**config.mk**
```make
export PLATFORM = sky130hd
export DESIGN_NAME = iter_shifter
export DESIGN_NICKNAME = d
export VERILOG_FILES = /design/src/rtl/iter_shifter_pkg.sv /design/src/rtl/iter_shifter_shift_step.sv /design/src/rtl/iter_shifter.sv
export SDC_FILE = /design/constraint.sdc
export NUM_CORES = 1
export LEC_CHECK = 0
export ABC_AREA = 1
export BUFFER_PORTS_ARGS = -buffer_cell sky130_fd_sc_hd__buf_4
export CAP_MARGIN = 15
export CORE_MARGIN = 8
export CORE_UTILIZATION = 47
export CTS_CLUSTER_DIAMETER = 100
export DETAILED_ROUTE_END_ITERATION = 10
export PLACE_DENSITY = 0.75
export RECOVER_POWER = 100
export SETUP_SLACK_MARGIN = 0.02
export SLEW_MARGIN = 20
export SYNTH_ARGS = -nofsm -noshare
export SYNTH_HDL_FRONTEND = slang
export SYNTH_HIERARCHICAL = 1
export SYNTH_SLANG_ARGS = --single-unit
```
**constraint.sdc**
```tcl
create_clock -name clk -period 1.1 [get_ports clk]
set_input_delay 0.11 -clock clk [delete_from_list [all_inputs] [get_ports clk]]
set_output_delay 0.11 -clock clk [all_outputs]
set_load 0.05 [all_outputs]
```
**src/rtl/iter_shifter_pkg.sv**
```systemverilog
// Shared definitions for the iterative shifter.
// Holds the 2-bit shift-op encoding (also used by the datapath single-step
// shifter and the decoder) and the iterative shifter's state encoding.
package iter_shifter_pkg;

  // Shift-op encoding
  localparam logic [1:0] SH_NONE = 2'b00;
  localparam logic [1:0] SH_LSL  = 2'b01;
  localparam logic [1:0] SH_LSR  = 2'b10;
  localparam logic [1:0] SH_ASR  = 2'b11;

  // Controller states
  typedef enum logic [1:0] {
    ST_IDLE  = 2'b00,
    ST_SHIFT = 2'b01,
    ST_DONE  = 2'b10
  } state_t;

endpackage

```
**src/rtl/iter_shifter_shift_step.sv**
```systemverilog
// shift_step: combinational one-bit shift step, bit-identical to the
// datapath single-step shifter.
// Ports:
//   op     in  2      shift-op (SH_NONE/SH_LSL/SH_LSR/SH_ASR)
//   value  in  WIDTH  operand
//   result out WIDTH  operand after one step
module shift_step
  import iter_shifter_pkg::*;
#(
  parameter int unsigned WIDTH = 16
) (
  input  logic [1:0]       op,
  input  logic [WIDTH-1:0] value,
  output logic [WIDTH-1:0] result
);

  always_comb begin
    result = value;
    case (op)
      SH_LSL:  result = {value[WIDTH-2:0], 1'b0};
      SH_LSR:  result = {1'b0, value[WIDTH-1:1]};
      SH_ASR:  result = {value[WIDTH-1], value[WIDTH-1:1]};
      default: result = value;
    endcase
  end

endmodule

```
**src/rtl/iter_shifter.sv**
```systemverilog
// iter_shifter: multi-cycle shifter that applies one shift_step per cycle
// to shift a WIDTH-bit operand by 0 .. 2^AMT_W-1 places.
// Ports:
//   clk    in  1      clock, rising edge
//   reset  in  1      synchronous active-high reset
//   start  in  1      request; accepted in IDLE or DONE only
//   in     in  WIDTH  operand, captured on accepted start
//   shift  in  2      shift-op, captured on accepted start
//   amt    in  AMT_W  step count, captured on accepted start
//   busy   out 1      high while shifting
//   done   out 1      one-cycle pulse, sout is final
//   sout   out WIDTH  result register
module iter_shifter
  import iter_shifter_pkg::*;
#(
  parameter int unsigned WIDTH = 16,
  parameter int unsigned AMT_W = 4
) (
  input  logic             clk,
  input  logic             reset,
  input  logic             start,
  input  logic [WIDTH-1:0] in,
  input  logic [1:0]       shift,
  input  logic [AMT_W-1:0] amt,
  output logic             busy,
  output logic             done,
  output logic [WIDTH-1:0] sout
);

  state_t             state;
  logic [1:0]         op;
  logic [AMT_W-1:0]   cnt;
  logic [WIDTH-1:0]   stepped;

  // Single step engine feeding the result register
  shift_step #(.WIDTH(WIDTH)) u_step (
    .op     (op),
    .value  (sout),
    .result (stepped)
  );

  // FSM, counter and result/op registers; busy/done mirror the next state
  always_ff @(posedge clk) begin
    if (reset) begin
      state <= ST_IDLE;
      sout  <= '0;
      op    <= SH_NONE;
      cnt   <= '0;
      busy  <= 1'b0;
      done  <= 1'b0;
    end else begin
      busy <= 1'b0;
      done <= 1'b0;
      case (state)
        ST_IDLE, ST_DONE: begin
          if (start) begin
            sout <= in;
            op   <= shift;
            cnt  <= amt;
            // Nothing to step: finish straight away
            if (amt == '0 || shift == SH_NONE) begin
              state <= ST_DONE;
              done  <= 1'b1;
            end else begin
              state <= ST_SHIFT;
              busy  <= 1'b1;
            end
          end else begin
            state <= ST_IDLE;
          end
        end
        ST_SHIFT: begin
          sout <= stepped;
          cnt  <= cnt - AMT_W'(1);
          if (cnt == AMT_W'(1)) begin
            state <= ST_DONE;
            done  <= 1'b1;
          end else begin
            busy  <= 1'b1;
          end
        end
        default: state <= ST_IDLE;
      endcase
    end
  end

endmodule
```
==> impl_metrics.ini, run 1 <==
[worst_setup_path]
r2r_end = sout[5]
cp_max_fo = 8
crit_chain = buf_6 -> nor2_4 -> nand2_1 -> nand3_1 -> o22ai_2 -> a21oi_2
crit_type = reg2reg
r2r-start = op[1]
cp_num_cells = 6
reg2reg_slack_ns = -0.04
crit_required_ns = 1.36
cp_top_family = simple AND/OR/NAND/NOR gates
worst_ep_arrival_time_ns = 1.40
crit_buf_inv = 1
critPathSlowestCell = dfxtp_2
crit_path_end_kind = flop
reg2reg_depth = 6
cp-startpoint = op[1]
start_kind = flop
critPathMaxStageDelay_ns = 0.36

[timing]
setup_viol = 17
max-slew-margin-rel_pct = 83.22
rsz0062_at_grt = true
post-route-period-util_pct = 103.9
worst_slew_pin_slew_ns = 0.2534
min_period_ns = 1.143
final_max_slew_viol_count = 0
worst_slack_ns = -0.04302
finalClockSkew_ns = 0.004497
max_freq_mhz = 874.9
hold_viol_final = 0

[yosys]
syn_inst = 210
synth_nets = 237
ys_types = 25
syn_avg_cell_area_um2 = 7.781
ys_ff_latch = 26
ys_warn_count = 6
ys_seq_area_share_pct = 31.85
syn_area_mm2 = 0.001634

[placed_design]
port-buffer-count = 42
hpwl_um = 3001
dp.cells = 296
placed_cell_area_mm2 = 0.002031
place_ws_ns = -0.04632
place_congestion = 0.8727

[layout]
fin_nets = 293
area_delta_synth_final_pct = 49.16
regArea_um2 = 551.8
fin_cells = 310
multiInputGateArea_mm2 = 0.001131
nFillCells = 252
design_area_mm2 = 0.002437
drive_gt1_share_pct = 62.88
antennaDiodeCount = 0
final_cell_mix = buf_4, nand2_1, nand3_1, a21oi_2, dfxtp_2
layout_commonest_cell = buf_4
final_util_pct = 73.04

[min_path]
min_to = op[0]
hold_depth = 3
hp-class = in2reg
hp-start = shift[0]

[cts]
clock-root-buffer = clkbuf_4
cts_inserted_buffers = 3
clk_pin_slew_ns = 0.14
cts_tree = built
h-tree-depth = 1
clock_latency_ns = 0.31
clock_path_buffers = 2
clock-sinks = 26

[global_route]
antenna_found_initial = 0
first_global_vias = 1602
grt_pass1_wl_um = 7293
grt_max_degree = 19
overflow = 0
grt_use_total_pct = 16.46

[power_and_ir_drop]
pwr_density_cell_mw_per_mm2 = 1336
power_mw = 3.257
peakVddDrop_mv = 0.6028
power.leakage_nw = 1.060

[route]
via_count = 1753
vias_per_cell = 5.655
detail_route.wl_per_cell_um = 15.57
wl_um = 4828
drtIter0Drc = 203
drtAntennaViolNets = 0
drc = 0
first_pass_iters = 4

[die]
core-area_mm2 = 0.003337
initial_core_util_pct = 48.97
fp-row-count = 21
fp.dieW_um = 74.97
pin_count = 43
die_h_um = 74.97
dieArea_mm2 = 0.005620

[outcome]
violations = negative setup slack
outcome = complete, but fails checks

[flow_run]
maxCapViolCount = 0
-- logic make-up after synthesis --
group	count (synthesis)	synth area share [%]
simple gates	94	27.57
fa+ha+maj	2	1.531
compound gates	63	27.26
buf+inv	25	11.79
flops	26	31.85
-- state kept, by name, indices dropped and copies added (netlist names) --
| name | count |
|---|---|
| busy | 1 |
| cnt | 4 |
| done | 1 |
| op | 2 |
| sout | 16 |
| state | 2 |
-- report_power, final --
| part | internal (mW) | total (mW) | switching, mW |
|---|---|---|---|
| registers | 1.08 | 1.25 | 0.176 |
| clock network | 0.128 | 0.403 | 0.275 |
| logic | 0.673 | 1.60 | 0.926 |
| total | 1.88 | 3.26 | 1.38 |
-- final cells by class --
class | count | share of cell area [%]
tap | 46 | 2.361
timing repair buffer | 65 | 25.62
clock buffer | 3 | 0.9240
multi-input combinational | 160 | 46.41
inverter | 10 | 2.053
sequential | 26 | 22.64
-- worst reg2reg max path, stage by stage, from the launching register on --
cell and delay, ns:
dfxtp_2 0.36, buf_6 0.14, nor2_4 0.23, nand2_1 0.08
nand3_1 0.10, o22ai_2 0.08, a21oi_2 0.11
-- stage by stage --
step                 TNS [ns]  hold WS, ns
floorplan             -0.2079       0.1791
global placement            0       0.3236
detailed placement    -0.1943       0.3244
CTS                 -0.009392      0.03677
global route           -1.683      0.03786
finish                -0.4422      0.04378
-- metal layers --
metal / track usage, % / vias up / wire [µm] / share of wire (%)
met3: 1.731 / 8 / 455 / 9.4
met4: 6.739 / 0 / 65 / 1.3
met5: 0 / - / 0 / 0
met1: 22.52 / 801 / 2025 / 42
li1: - / 846 / - / -
met2: 25.43 / 98 / 2282 / 47
-- cells in the mapped netlist --
library cell	instances	area, µm²
a21oi_1	9	45.04
a21oi_2	14	122.6
a31oi_1	1	6.260
buf_12	2	40.04
buf_2	4	20.02
buf_4	4	30.03
buf_6	4	45.04
buf_8	1	15.01
dfxtp_1	26	520.5
ha_1	2	25.02
inv_1	5	18.77
inv_2	3	11.26
inv_4	2	12.51
nand2_1	45	168.9
nand2_4	1	11.26
nand2_8	1	20.02
nand3_1	35	175.2
nand3b_1	1	7.510
nor2_1	8	30.03
nor2_4	1	11.26
nor2_8	1	20.02
o21ai_0	8	40.04
o21ai_2	15	131.4
o22ai_1	16	100.1
or2_2	1	6.260
-- what timing repair did --
item | in CTS | in global routing
setup endpoints to repair | 21 | 35
gates cloned | 2 | 1
buffers inserted | 7 | 2
endpoints found under the hold margin | 5 | 0
resized for setup | 22 | 64
hold buffers | 1 | 0
pin swaps | 16 | 21
-- how the worst max path moves through the flow --
stage                    end
finish               sout[5]
global route         sout[3]
CTS                   cnt[1]
detailed placement  sout[14]
global placement    sout[13]
floorplan           sout[12]
Power figures use the tool's default switching activity.
==> inputs of run 2 (changes only) <==
--- a/config.mk
+++ b/config.mk
@@ -5,11 +5,10 @@
 export SDC_FILE = /design/constraint.sdc
 export NUM_CORES = 1
 export LEC_CHECK = 0
-export ABC_AREA = 1
 export BUFFER_PORTS_ARGS = -buffer_cell sky130_fd_sc_hd__buf_4
 export CAP_MARGIN = 15
 export CORE_MARGIN = 8
-export CORE_UTILIZATION = 47
+export CORE_UTILIZATION = 46
 export CTS_CLUSTER_DIAMETER = 100
 export DETAILED_ROUTE_END_ITERATION = 10
 export PLACE_DENSITY = 0.75
==> run 2 against run 1 <==
The run still ends with negative setup slack left. Critical path depth is 3 lower. First-iteration DRC count is 10% lower. Clock power is 3% higher. Global-route usage is 0.90 points lower. Register-to-register slack worse by 0.14 ns. Worst setup slack worse by 0.14 ns. Via count is 8.8% lower. Die area is 6.1% lower. Hold slack worse by 0.0053 ns. Largest power group unchanged.
==> impl_metrics.ini, run 2 <==
[yosys]
ys_types = 33
synth-async-reset-ratio_pct = 0
yosysMostFrequentCell = nand2_1
ys_warn_count = 6
synth_edf_count = 0
synth.area.top_cells = dfxtp_1, nand2_1, mux2i_1
post-synth-top-area-cell = dfxtp_1
syn_avg_cell_area_um2 = 7.683
synth_ff_type = dfxtp_1
syn_area_mm2 = 0.001475
ys_seq_area_share_pct = 35.28
netlist.area_leader.share_pct = 35.28
ys_ff_latch = 26
synth_nets = 219
ys_top_cells_by_count = nand2_1, dfxtp_1, o21ai_0
syn_inst = 192

[worst_setup_path]
reg2reg_slack_ns = -0.18
start_kind = flop
critPathMaxStageDelay_ns = 0.39
crit_path_end_kind = flop
cp_top_family = simple AND/OR/NAND/NOR gates
r2r_end = cnt[3]
worst_ep_arrival_time_ns = 1.55
critPathSlowestCell = or3_1
crit_type = reg2reg
cp_max_fo = 3
cp-startpoint = cnt[1]
reg2reg_depth = 3
crit_chain = or3_1 -> or3_1 -> a31oi_1
crit_required_ns = 1.37
crit_top_cell = or3_1
r2r-start = cnt[1]
crit_buf_inv = 0

[layout]
regMostFlops = sout
top_regs = sout (16), cnt (4)
layout_commonest_cell = nand2_1
largest_reg_flops = 16
drive_gt1_share_pct = 43.55
antennaDiodeCount = 0
fin_cells = 292
fin_nets = 277
nFillCells = 257
final_cell_mix = nand2_1, buf_4, dfxtp_2, a31oi_1, o21ai_1
regArea_um2 = 551.8
multiInputGateArea_um2 = 912.1
design_area_mm2 = 0.002190
area_delta_synth_final_pct = 48.43

[die]
core-area_mm2 = 0.003053
die_h_um = 72.63
dieArea_mm2 = 0.005275
initial_core_util_pct = 48.32
fp.dieW_um = 72.63
fp-row-count = 20
pin_count = 43

[power_and_ir_drop]
power.leakage_nw = 0.8782
peakVddDrop_mv = 0.6741
pwr_density_cell_mw_per_mm2 = 1292

[global_route]
grt_use_total_pct = 15.56
antenna_found_initial = 0
first_global_vias = 1452
overflow = 0
grt_pass1_wl_um = 6768
grt_max_degree = 19

[placed_design]
dp.cells = 287
place_ws_ns = -0.1464
placed_cell_area_mm2 = 0.001984
port-buffer-count = 42
place_congestion = 0.7713
hpwl_um = 2858

[route]
detail_route.wl_per_cell_um = 14.87
vias_per_cell = 5.476
via_count = 1599
drtIter0Drc = 182
drc = 0
first_pass_iters = 4
drtAntennaViolNets = 0
wl_um = 4341

[timing]
post-route-period-util_pct = 116.6
max-slew-margin-rel_pct = 79.75
worst_slew_pin_slew_ns = 0.3037
finalClockSkew_ns = 0.01798
worst_slack_ns = -0.1830
setup_viol = 6
fin_tns_setup_ns = -0.5306
min_period_ns = 1.283
max_freq_mhz = 779.4
rsz0062_at_grt = true
final_max_slew_viol_count = 0
hold_viol_final = 0
hold_ws_ns = 0.03843

[min_path]
hp-class = in2reg
hold_depth = 3
min_to = cnt[2]
hp-start = amt[2]

[cts]
cts_tree = built
clock_path_buffers = 2
clk_pin_slew_ns = 0.15
clock-sinks = 26
clock-root-buffer = clkbuf_4
h-tree-depth = 1
cts_hold_buffers = 0
clock_latency_ns = 0.33
cts_inserted_buffers = 3

[flow_run]
maxCapViolCount = 0

[outcome]
violations = negative setup slack
outcome = complete, but fails checks
-- run 2: repair_timing --
| item | CTS | global route |
|---|---|---|
| pin swaps | 1 | 7 |
| cloned | 1 | 0 |
| setup endpoints to repair | 26 | 32 |
| buffers inserted | 1 | 0 |
| resized for setup | 21 | 28 |
-- run 2: how the worst max path moves through the flow --
stage | to | cells after the start
2_1_floorplan | cnt[3] | 3
5_1_grt | cnt[3] | 3
3_5_place_dp | cnt[1] | 4
3_3_place_gp | cnt[1] | 4
6_report | cnt[3] | 3
4_1_cts | cnt[3] | 3
-- run 2: kinds of logic after synthesis --
kind of cell	count (synthesis)	synth area share, %
flops	26	35.28
mux	15	10.26
simple gates	67	19.17
buf+inv	20	8.226
fa+ha+maj	2	1.696
compound gates	62	25.36
-- run 2: per-layer routing --
| metal | global-route usage, % | routed length (µm) | share of wire (%) |
|---|---|---|---|
| met5 | 0 | 0 | 0 |
| met3 | 4.670 | 263 | 6.1 |
| met2 | 25.05 | 2094 | 48 |
| met4 | 7.111 | 62 | 1.4 |
| met1 | 18.44 | 1921 | 44 |
-- run 2: power breakdown --
group          leakage (nW)  total (mW)  internal (mW)  switching [mW]
clock                0.0138       0.415          0.128           0.286
sequential            0.222        1.18           1.06           0.121
combinational         0.642        1.23          0.555           0.675
total                 0.878        2.83           1.75            1.08
-- run 2: tightest hold or removal path, delay by kind of cell --
kind	cells	cell delay, ns
AOI/OAI and AO/OA	1	0.07
buffers and inverters	1	0.11
and+or+nand+nor	1	0.04
-- run 2: through the flow --
stage / power (mW) / util, %
floorplan: 1.858 / -
CTS: 2.735 / 68.69
detailed placement: 2.250 / 65.00
finish: 2.828 / 71.72
global placement: 2.239 / 65.00
global route: 2.983 / 71.72
-- run 2: layout make-up --
cell class	instances	area share, %
Multi-Input combinational cell	146	41.66
Inverter	4	0.6857
Tap cell	44	2.514
Timing Repair Buffer	69	28.91
Clock buffer	3	1.029
Sequential cell	26	25.20
==> inputs of run 3 (changes only) <==
--- a/config.mk
+++ b/config.mk
@@ -8,10 +8,9 @@
 export BUFFER_PORTS_ARGS = -buffer_cell sky130_fd_sc_hd__buf_4
 export CAP_MARGIN = 15
 export CORE_MARGIN = 8
-export CORE_UTILIZATION = 46
+export CORE_UTILIZATION = 38
 export CTS_CLUSTER_DIAMETER = 100
 export DETAILED_ROUTE_END_ITERATION = 10
-export PLACE_DENSITY = 0.75
 export RECOVER_POWER = 100
 export SETUP_SLACK_MARGIN = 0.02
 export SLEW_MARGIN = 20
==> run 3 against run 2 <==
The run still ends with negative setup slack left. Die area up 16%. Clock skew decreased by 0.013 ns. Hold slack improved by 0.051 ns. Non-clock buffer count down 6. Global-route usage shrank 2.7 points. Sequential share of layout area is 1.9 points higher. Critical path type unchanged. Register-to-register slack better by 0.04 ns. Flip-flop and latch count did not move. Critical path depth unchanged. Sequential power about the same. Total power down 0.11%. Maximum frequency increased by 3.5%.
==> impl_metrics.ini, run 3 (synthesis gave the netlist of run 2 again) <==
[layout]
design_area_mm2 = 0.002054
fin_cells = 290
layout_commonest_cell = nand2_1
regMostFlops = sout
antennaDiodeCount = 0
final_cell_mix = nand2_1, buf_4, dfxtp_2, a31oi_1, o21ai_0
nFillCells = 380
fin_nets = 271
drive_gt1_share_pct = 42.15
top_regs = sout (16), cnt (4)
largest_reg_flops = 16
area_delta_synth_final_pct = 39.27

[global_route]
grt_pass1_wl_um = 6768
first_global_vias = 1546
antenna_found_initial = 0
grt_use_total_pct = 12.88
grt_max_degree = 31
overflow = 0

[timing]
setup_viol = 7
min_period_ns = 1.239
max-slew-margin-rel_pct = 81.51
rsz0062_at_grt = true
worst_slack_ns = -0.1394
max_freq_mhz = 806.8
worst_slew_pin_slew_ns = 0.2786
finalClockSkew_ns = 0.004675
hold_viol_final = 0
final_max_slew_viol_count = 0
post-route-period-util_pct = 112.7
hold_ws_ns = 0.08923

[worst_setup_path]
start_kind = flop
r2r-start = cnt[0]
crit_type = reg2reg
crit_required_ns = 1.30
crit_path_end_kind = flop
reg2reg_depth = 3
r2r_end = cnt[3]
cp_max_fo = 4
reg2reg_slack_ns = -0.14
worst_ep_arrival_time_ns = 1.44

[placed_design]
placed_cell_area_mm2 = 0.001957
hpwl_um = 3044
dp.cells = 285
port-buffer-count = 42
place_congestion = 0.7540

[cts]
cts_inserted_buffers = 3
clk_pin_slew_ns = 0.09
cts_hold_buffers = 0
clock_path_buffers = 2
clock-sinks = 26
clock-root-buffer = clkbuf_8
cts_tree = built
clock_latency_ns = 0.27
h-tree-depth = 1

[min_path]
hold_depth = 2
min_to = op[1]
hp-class = in2reg
hp-start = reset

[power_and_ir_drop]
peakVddDrop_mv = 0.6083
pwr_density_cell_mw_per_mm2 = 1375
power.leakage_nw = 0.8274

[outcome]
outcome = complete, but fails checks
violations = negative setup slack

[route]
first_pass_iters = 4
via_count = 1528
wl_um = 4105
drtAntennaViolNets = 0
drc = 0
detail_route.wl_per_cell_um = 14.16
vias_per_cell = 5.269
drtIter0Drc = 58

[die]
pin_count = 43
fp.dieW_um = 78.31
dieArea_mm2 = 0.006132
initial_core_util_pct = 39.99
die_h_um = 78.31
core-area_mm2 = 0.003689
fp-row-count = 22

[flow_run]
maxCapViolCount = 0
[run 3: changes by cell type in the layout (fill, tap and decap cells not counted), sizes merged]
cell and change:
buf -11, clkbuf +5
[run 3: cell type report]
type | instances | area (µm²) | share of cell area [%]
Multi-Input combinational cell | 146 | 880.8 | 42.87
Sequential cell | 26 | 556.8 | 27.10
Timing Repair Buffer | 63 | 500.5 | 24.36
Tap cell | 48 | 60.06 | 2.923
Clock buffer | 3 | 41.29 | 2.010
Inverter | 4 | 15.01 | 0.7308
[run 3: stage by stage]
step | setup TNS (ns) | worst slack [ns] | util, % | total power [mW]
floorplan | -0.1958 | -0.08643 | - | 1.858
global placement | -0.5950 | -0.1000 | 53.05 | 2.232
detailed placement | -1.524 | -0.1500 | 53.05 | 2.259
CTS | -0.5135 | -0.1580 | 55.80 | 2.851
global route | -1.033 | -0.1771 | 55.70 | 2.975
finish | -0.4371 | -0.1394 | 55.70 | 2.825
[run 3: critical path, stage by stage, from the launching register on]
cell and delay [ns]:
dfxtp_2 0.35, or3_4 0.36, or3_1 0.31, a31oi_1 0.15
[run 3: worst max-delay path by stage]
stage                         to   start  slack (ns)
after floorplan           cnt[3]  cnt[1]       -0.09
after global placement    cnt[3]  cnt[1]       -0.10
after detailed placement  cnt[3]  cnt[1]       -0.15
after CTS                 cnt[3]  cnt[1]       -0.16
after global routing      cnt[3]  cnt[0]       -0.18
final                     cnt[3]  cnt[0]       -0.14
[run 3: power by group]
group	switching (mW)	total, mW	internal, mW
sequential	0.113	1.18	1.06
combinational	0.642	1.11	0.464
clock	0.297	0.542	0.245
total	1.05	2.82	1.77
[run 3: repair_timing]
item	in CTS	in global routing
endpoints found under the hold margin	0	0
gates resized for setup	18	18
pin swaps	0	7
endpoints found under the setup margin	24	24
cloned	0	0
setup buffers	2	0
[run 3: per-layer routing]
metal	GRT usage [%]	up-vias	wire length [µm]
met5	0	-	0
met4	2.778	0	24
met3	2.961	2	190
met2	23.86	34	2015
met1	14.52	708	1874
li1	-	784	-
